## src/rtl/mem_stage.sv

```systemverilog
// mem_stage: MEM stage of the five-stage MIPS pipeline.
// Holds the EX/MEM register, resolves branches toward fetch, runs word
// loads/stores over a req/ready data-memory port with a bounded wait,
// and feeds the MEM/WB register (including one-cycle exception pulses).
module mem_stage #(
    parameter int TIMEOUT = 16
) (
    input  logic        clk,
    input  logic        nrst,
    // EX results
    input  logic        i_MEM_valid,
    input  logic [31:0] i_MEM_data_PCBranch,
    input  logic [31:0] i_MEM_data_ALUOut,
    input  logic        i_MEM_data_Zero,
    input  logic        i_MEM_data_Overflow,
    input  logic [31:0] i_MEM_data_RTData,
    input  logic        i_MEM_ctrl_MemRead,
    input  logic        i_MEM_ctrl_MemWrite,
    input  logic        i_MEM_ctrl_Branch,
    input  logic [4:0]  i_WB_data_RegAddrW,
    input  logic        i_WB_ctrl_Mem2Reg,
    input  logic        i_WB_ctrl_RegWrite,
    // upstream control and branch resolution
    output logic        o_stall,
    output logic        o_IF_ctrl_PCSrc,
    output logic [31:0] o_IF_data_PCBranch,
    // data memory port
    output logic        o_dmem_req,
    output logic        o_dmem_we,
    output logic [31:0] o_dmem_addr,
    output logic [31:0] o_dmem_wdata,
    input  logic        i_dmem_ready,
    input  logic [31:0] i_dmem_rdata,
    // MEM/WB register
    output logic        o_WB_valid,
    output logic [31:0] o_WB_data_ALUOut,
    output logic [31:0] o_WB_data_MemData,
    output logic [4:0]  o_WB_data_RegAddrW,
    output logic        o_WB_ctrl_Mem2Reg,
    output logic        o_WB_ctrl_RegWrite,
    output logic        o_exc_overflow,
    output logic        o_exc_align,
    output logic        o_exc_buserr
);

    // Wait counter must be able to hold the value TIMEOUT itself.
    localparam int CW = (TIMEOUT < 1) ? 1 : $clog2(TIMEOUT + 1);
    localparam logic [CW-1:0] CNT_MAX = CW'(TIMEOUT);
    localparam logic [CW-1:0] CNT_ONE = CW'(1);

    typedef enum logic {
        ST_RUN  = 1'b0,
        ST_WAIT = 1'b1
    } state_t;

    state_t         state_reg, state_next;
    logic [CW-1:0]  cnt_reg, cnt_next;

    // EX/MEM register fields
    logic        ex_valid_reg;
    logic [31:0] ex_pcbranch_reg;
    logic [31:0] ex_aluout_reg;
    logic        ex_zero_reg;
    logic        ex_overflow_reg;
    logic [31:0] ex_rtdata_reg;
    logic        ex_memread_reg;
    logic        ex_memwrite_reg;
    logic        ex_branch_reg;
    logic [4:0]  ex_regaddr_reg;
    logic        ex_mem2reg_reg;
    logic        ex_regwrite_reg;

    // MEM/WB register fields
    logic        wb_valid_reg;
    logic [31:0] wb_aluout_reg;
    logic [31:0] wb_memdata_reg;
    logic [4:0]  wb_regaddr_reg;
    logic        wb_mem2reg_reg;
    logic        wb_regwrite_reg;
    logic        exc_overflow_reg;
    logic        exc_align_reg;
    logic        exc_buserr_reg;

    // Derived access conditions for the instruction sitting in EX/MEM
    logic is_mem;
    logic aligned;
    logic access;
    logic misalign;
    logic timeout_hit;
    logic load_done;
    logic stall;

    assign is_mem      = ex_valid_reg & (ex_memread_reg | ex_memwrite_reg);
    assign aligned     = (ex_aluout_reg[1:0] == 2'b00);
    assign access      = is_mem & aligned;
    assign misalign    = is_mem & ~aligned;
    // Timeout only fires while waiting; a ready in the same cycle wins.
    assign timeout_hit = access & (state_reg == ST_WAIT) & (cnt_reg == CNT_MAX) & ~i_dmem_ready;
    // Stall for as long as an aligned access has not finished this cycle.
    assign stall       = access & ~i_dmem_ready & ~timeout_hit;
    assign load_done   = access & ex_memread_reg & i_dmem_ready;

    // EX/MEM register: capture EX results unless the stage is stalled
    always_ff @(posedge clk or negedge nrst) begin
        if (!nrst) begin
            ex_valid_reg    <= 1'b0;
            ex_pcbranch_reg <= 32'd0;
            ex_aluout_reg   <= 32'd0;
            ex_zero_reg     <= 1'b0;
            ex_overflow_reg <= 1'b0;
            ex_rtdata_reg   <= 32'd0;
            ex_memread_reg  <= 1'b0;
            ex_memwrite_reg <= 1'b0;
            ex_branch_reg   <= 1'b0;
            ex_regaddr_reg  <= 5'd0;
            ex_mem2reg_reg  <= 1'b0;
            ex_regwrite_reg <= 1'b0;
        end else if (!stall) begin
            ex_valid_reg    <= i_MEM_valid;
            ex_pcbranch_reg <= i_MEM_data_PCBranch;
            ex_aluout_reg   <= i_MEM_data_ALUOut;
            ex_zero_reg     <= i_MEM_data_Zero;
            ex_overflow_reg <= i_MEM_data_Overflow;
            ex_rtdata_reg   <= i_MEM_data_RTData;
            ex_memread_reg  <= i_MEM_ctrl_MemRead;
            ex_memwrite_reg <= i_MEM_ctrl_MemWrite;
            ex_branch_reg   <= i_MEM_ctrl_Branch;
            ex_regaddr_reg  <= i_WB_data_RegAddrW;
            ex_mem2reg_reg  <= i_WB_ctrl_Mem2Reg;
            ex_regwrite_reg <= i_WB_ctrl_RegWrite;
        end
    end

    // Access FSM state and wait counter
    always_ff @(posedge clk or negedge nrst) begin
        if (!nrst) begin
            state_reg <= ST_RUN;
            cnt_reg   <= '0;
        end else begin
            state_reg <= state_next;
            cnt_reg   <= cnt_next;
        end
    end

    // Next-state logic: a miss in RUN starts counting wait cycles from 1
    always_comb begin
        state_next = state_reg;
        cnt_next   = cnt_reg;
        case (state_reg)
            ST_RUN: begin
                if (access && !i_dmem_ready) begin
                    state_next = ST_WAIT;
                    cnt_next   = CNT_ONE;
                end
            end
            ST_WAIT: begin
                if (i_dmem_ready || (cnt_reg == CNT_MAX)) begin
                    state_next = ST_RUN;
                    cnt_next   = '0;
                end else begin
                    cnt_next = cnt_reg + CNT_ONE;
                end
            end
            default: begin
                state_next = ST_RUN;
                cnt_next   = '0;
            end
        endcase
    end

    // MEM/WB register: results on completion, bubble while stalled
    always_ff @(posedge clk or negedge nrst) begin
        if (!nrst) begin
            wb_valid_reg     <= 1'b0;
            wb_aluout_reg    <= 32'd0;
            wb_memdata_reg   <= 32'd0;
            wb_regaddr_reg   <= 5'd0;
            wb_mem2reg_reg   <= 1'b0;
            wb_regwrite_reg  <= 1'b0;
            exc_overflow_reg <= 1'b0;
            exc_align_reg    <= 1'b0;
            exc_buserr_reg   <= 1'b0;
        end else if (stall) begin
            wb_valid_reg     <= 1'b0;
            wb_mem2reg_reg   <= 1'b0;
            wb_regwrite_reg  <= 1'b0;
            exc_overflow_reg <= 1'b0;
            exc_align_reg    <= 1'b0;
            exc_buserr_reg   <= 1'b0;
        end else begin
            wb_valid_reg     <= ex_valid_reg;
            wb_aluout_reg    <= ex_aluout_reg;
            wb_regaddr_reg   <= ex_regaddr_reg;
            wb_mem2reg_reg   <= ex_mem2reg_reg;
            if (load_done) begin
                wb_memdata_reg <= i_dmem_rdata;
            end
            // Any exception on this instruction cancels its register write.
            wb_regwrite_reg  <= ex_valid_reg & ex_regwrite_reg
                              & ~(ex_overflow_reg | misalign | timeout_hit);
            exc_overflow_reg <= ex_valid_reg & ex_overflow_reg & ex_regwrite_reg;
            exc_align_reg    <= misalign;
            exc_buserr_reg   <= timeout_hit;
        end
    end

    // Combinational outputs driven from the EX/MEM register
    assign o_stall            = stall;
    assign o_IF_ctrl_PCSrc    = ex_valid_reg & ex_branch_reg & ex_zero_reg;
    assign o_IF_data_PCBranch = ex_pcbranch_reg;
    assign o_dmem_req         = access;
    assign o_dmem_we          = ex_memwrite_reg;
    assign o_dmem_addr        = {ex_aluout_reg[31:2], 2'b00};
    assign o_dmem_wdata       = ex_rtdata_reg;

    assign o_WB_valid         = wb_valid_reg;
    assign o_WB_data_ALUOut   = wb_aluout_reg;
    assign o_WB_data_MemData  = wb_memdata_reg;
    assign o_WB_data_RegAddrW = wb_regaddr_reg;
    assign o_WB_ctrl_Mem2Reg  = wb_mem2reg_reg;
    assign o_WB_ctrl_RegWrite = wb_regwrite_reg;
    assign o_exc_overflow     = exc_overflow_reg;
    assign o_exc_align        = exc_align_reg;
    assign o_exc_buserr       = exc_buserr_reg;

endmodule

```

## config.mk

```make
export PLATFORM = sky130hd
export DESIGN_NAME = mem_stage
export DESIGN_NICKNAME = d
export VERILOG_FILES = /design/src/rtl/mem_stage.sv
export SDC_FILE = /design/constraint.sdc
export NUM_CORES = 1
export LEC_CHECK = 0
export ABC_CLOCK_PERIOD_IN_PS = 5800
export CAP_MARGIN = 10
export CELL_PAD_IN_SITES_DETAIL_PLACEMENT = 1
export CELL_PAD_IN_SITES_GLOBAL_PLACEMENT = 1
export CORE_UTILIZATION = 37
export CTS_BUF_LIST = sky130_fd_sc_hd__clkbuf_4 sky130_fd_sc_hd__clkbuf_8
export CTS_CLUSTER_DIAMETER = 50
export DETAILED_ROUTE_END_ITERATION = 6
export PLACE_DENSITY = 0.95
export SLEW_MARGIN = 20
export SYNTH_ARGS = -nofsm -noshare
export SYNTH_HDL_FRONTEND = slang
export SYNTH_SLANG_ARGS = --single-unit
```

## constraint.sdc

```tcl
create_clock -name clk -period 5.8 [get_ports clk]
set_input_delay 0.87 -clock clk [delete_from_list [all_inputs] [get_ports clk]]
set_output_delay 0.87 -clock clk [all_outputs]
set_load 0.02 [all_outputs]
```

==> results.txt <==
----------------------------------------------------
[Synthesis]
  Cells taking the most area after synthesis ... sky130_fd_sc_hd__dfrtp_1, sky130_fd_sc_hd__mux2_1, sky130_fd_sc_hd__mux2_2
  Share of synthesized cell area in and, or, nand and nor gates ... approximately 2.3%
  Xor and xnor area share after synthesis ... 0%
  Arithmetic-cell share of the synthesized area counting full adders, half adders and majority gates ... less than 1%
  Synth warn ... 0
  Multiplexer share of the synthesized area ... approximately a quarter
  Post-synthesis sequential area ratio ... roughly 64%
  Summed instance area of the synthesized netlist ... about 7400 um^2
  Main combinational cell family by area after synthesis ... multiplexers
  Post-synth EDFFs ... 0
  Proportion of register bits with asynchronous set or reset after synthesis ... 100%
  Predominant post-synthesis flop cell ... sky130_fd_sc_hd__dfrtp_1
  Share of the synthesized area in the top cell type ... 63.9%
  Most used standard cells in the synthesized netlist ... sky130_fd_sc_hd__dfrtp_1, sky130_fd_sc_hd__mux2_1, sky130_fd_sc_hd__mux2_2
  Unique cell type count in the Yosys netlist ... 36
  Compound-cell area share of the yosys netlist ... 1.51%
  Number of flip-flops and latches in the synthesized netlist ... 190
  Most instantiated library cell after synthesis ... sky130_fd_sc_hd__dfrtp_1
  Most area-hungry cell type in the Yosys netlist ... sky130_fd_sc_hd__dfrtp_1
  Gate count of the mapped netlist ... between 400 and 500
  Post-synthesis area per instance ... 16.0 um^2

[Route]
  Sum of routed wire length over all layers ... just under 20000 um
  Overall via count from detail_route ... 4803
  Average wire length per cell after detail routing ... about 19 um
  Detailed-route DRC error count ... 0
  DR iter-0 viols ... approximately 110
  Via density ... 4.66
  Post-route antenna net violation count ... 0
  Number of optimization iterations in the first detailed-route pass ... 4

[Timing]
  Normalized max-slew margin ... between 40% and 50%
  Max Freq ... between 200 and 300 MHz
  Minimum hold slack ... about 0.45 ns
  RSZ-0062 raised after global routing ... false
  Worst-margin pin slew ... about 0.80 ns
  Layout Skew ... roughly 0.02 ns
  Fin Setup TNS ... 0 ns
  Setup slack after layout ... 2.08 ns
  Final worst path period need ... approximately 3.7 ns
  Period Utilization, post-route ... 64.1%
  Final count of negative-setup-slack endpoints ... 0
  Fin. Hold Viols ... 0
  Max Transition Viols Final ... 0

[Placement]
  Dpl cells ... 998
  Pre-CTS worst setup slack ... between 2 and 2.5 ns
  Final estimated routing congestion in global placement ... 0.705
  Port buffer count ... 316
  Post-detailed-placement half-perimeter wirelength ... between 15000 and 20000 um

[Clocking]
  CTS clock-pin slew for the worst setup and hold paths ... about 0.11 ns
  Clock Path Buffers ... 2
  Source-to-sink clock delay at the later pin of the worst-skew pair ... 0.46 ns
  Clock Sinks ... 190
  Quantity of gates resized following cts ... 0
  Quantity of hold-fixing buffers added after cts ... 0
  CTS tree ... yes
  Library cell used as clock root buffer ... sky130_fd_sc_hd__clkbuf_8
  Number of buffers inserted by post-CTS setup repair ... 0
  Number of H-tree branching levels ... 4
  Clock buffer count from CTS ... 17

[Cells and area]
  Proportion of layout cells with a drive suffix above 1 ... 16.2%
  Synth-to-layout area growth ... 47.6%
  Number of diodes added for antenna fixing ... 0
  Fill cell instance count of the final layout ... a little under 2000
  Number of nets in the layout ... ~900
  Final non-filler cell total ... between 1000 and 1500

[Global route]
  Overflow after GRT ... 0
  Number of antenna violations at the first check in global routing ... 1
  Pin count of the biggest net entering global routing ... 150
  Global-route wire length before repair ... slightly below 30000 um
  Vias in the first global route ... ~5300
  Total track usage ... approximately a fifth

[Power]
  Worst-case vdd ir drop ... ~0.14 mV
  Total power density per cell area ... about 290 nW/um^2
  Leakage power summed over all cells ... roughly 4.5 nW
  Total Power ... about 3.2 mW

[Setup path]
  Crit. Startpoint ... i_dmem_ready
  Worst setup path end ... o_stall
  Critical register-to-register path startpoint ... cnt_reg[0]$_DFFE_PN0P_
  Nature of the critical path startpoint ... primary input
  Setup slack, reg-to-reg ... 3.19 ns
  Maximum fanout along the worst path ... 6
  Worst Reg-to-Reg Cells ... 7
  Crit. End Element ... output pin
  Worst endpoint data arrival time ... around 2.9 ns
  Endpoint of the lowest-slack register-to-register path ... o_dmem_wdata[20]$_DFFE_PN0N_
  Endpoint required time on the critical path ... ~5 ns
  Critical path start-end classification ... in2out

[Floorplan]
  Die boundary width ... approximately 140 um
  Placement row count ... just over 50
  Die footprint ... approximately 21000 um^2
  Floorplan Core Area ... 19600 um^2
  I/O pin total ... ~320
  Vertical extent of the die ... between 100 and 150 um
  Initial Utilization ... around 38%

[Min path]
  Classification of the worst-slack hold path ... in2async

[Job]
  Max-cap violations ... 0

[Run status]
  Outcome ... completed

----------------------------------------------------
## cells by family (layout without fill, tap and decap cells)
group / Yosys count / in the layout
other: 1 / 2
muxes: 173 / 173
adders and majority gates: 2 / 2
DFF: 190 / 190
buffers and inverters: 56 / 355
and+or+nand+nor: 29 / 29
AOI/OAI and AO/OA: 14 / 14
## metrics by stage
step,area [um^2],util (%)
2_1_floorplan,7440,-
3_3_place_gp,10600,54.0
3_5_place_dp,10600,54.0
4_1_cts,11000,56.1
5_1_grt,11000,56.1
6_report,11000,56.1
## cells in the final DEF, fill, tap and decap left out, types with 2 or more instances in the layout
cell                              synthesis  layout
sky130_fd_sc_hd__ha_1                     2       2
sky130_fd_sc_hd__nor3_1                   2       2
sky130_fd_sc_hd__or2_2                    2       2
sky130_fd_sc_hd__inv_6                    0       3
sky130_fd_sc_hd__inv_8                    0       4
sky130_fd_sc_hd__clkdlybuf4s50_1          0     315
sky130_fd_sc_hd__nand2_1                  2       2
sky130_fd_sc_hd__a21o_1                   2       2
sky130_fd_sc_hd__a211o_1                  3       3
sky130_fd_sc_hd__mux2_2                  82      82
sky130_fd_sc_hd__and3_1                   2       2
sky130_fd_sc_hd__nor2_1                   5       5
sky130_fd_sc_hd__nor3b_1                  2       2
sky130_fd_sc_hd__a21oi_1                  2       2
sky130_fd_sc_hd__dfrtp_1                190     190
sky130_fd_sc_hd__clkinvlp_4               0       3
sky130_fd_sc_hd__mux2_1                  91      91
sky130_fd_sc_hd__inv_1                    2       2
sky130_fd_sc_hd__clkbuf_8                 0      18
sky130_fd_sc_hd__nor2b_1                  5       5
sky130_fd_sc_hd__conb_1                   1       2
sky130_fd_sc_hd__nand3_1                  2       2
sky130_fd_sc_hd__buf_4                   33       4
## critical path, cell delays in order
cell,delay (ns)
sky130_fd_sc_hd__clkdlybuf4s50_1,0.50
sky130_fd_sc_hd__or3_1,0.47
sky130_fd_sc_hd__a211oi_4,0.31
sky130_fd_sc_hd__clkdlybuf4s50_1,0.69
## where the power goes
part           switching [mW]  internal [mW]  total, mW
clock network           0.515          0.364      0.879
registers              0.0889           1.47       1.56
logic                   0.345          0.411      0.755
## final cells by class
| cell class | instances | area [um^2] | share of cell area, % |
|---|---|---|---|
| Clock buffer | 18 | 241 | 2.20 |
| Clock inverter | 14 | 154 | 1.40 |
| Inverter | 2 | 7.51 | 0.0684 |
| Multi-Input combinational cell | 220 | 2270 | 20.7 |
| Sequential cell | 190 | 4750 | 43.3 |
| Tap cell | 265 | 332 | 3.02 |
| Timing Repair Buffer | 321 | 3220 | 29.3 |
## metal layers
| layer | vias up | GRT usage [%] | share of wire, % | routed length [um] |
|---|---|---|---|---|
| met4 | 2 | 6.49 | 2.2 | 427 |
| met3 | 33 | 7.93 | 9.1 | 1800 |
| met2 | 196 | 35.5 | 54 | 10700 |
| met5 | - | 0 | 0.071 | 14 |
| met1 | 2412 | 19.7 | 35 | 6860 |
| li1 | 2160 | - | - | - |
## worst min-delay path by stage
stage	slack [ns]	startpoint	end	cells after the start
floorplan	0.42	ex_overflow_reg$_DFFE_PN0N_	o_WB_ctrl_RegWrite$_DFF_PN0_	1
global placement	0.45	ex_overflow_reg$_DFFE_PN0N_	o_WB_ctrl_RegWrite$_DFF_PN0_	1
global route	0.46	nrst	o_dmem_wdata[10]$_DFFE_PN0N_	1
detailed placement	0.47	o_WB_data_ALUOut[1]$_DFFE_PN0N_	o_WB_data_ALUOut[1]$_DFFE_PN0N_	1
finish	0.45	nrst	o_dmem_wdata[10]$_DFFE_PN0N_	1
CTS	0.45	nrst	o_IF_data_PCBranch[17]$_DFFE_PN0N_	1
Power figures use the tool's default switching activity.
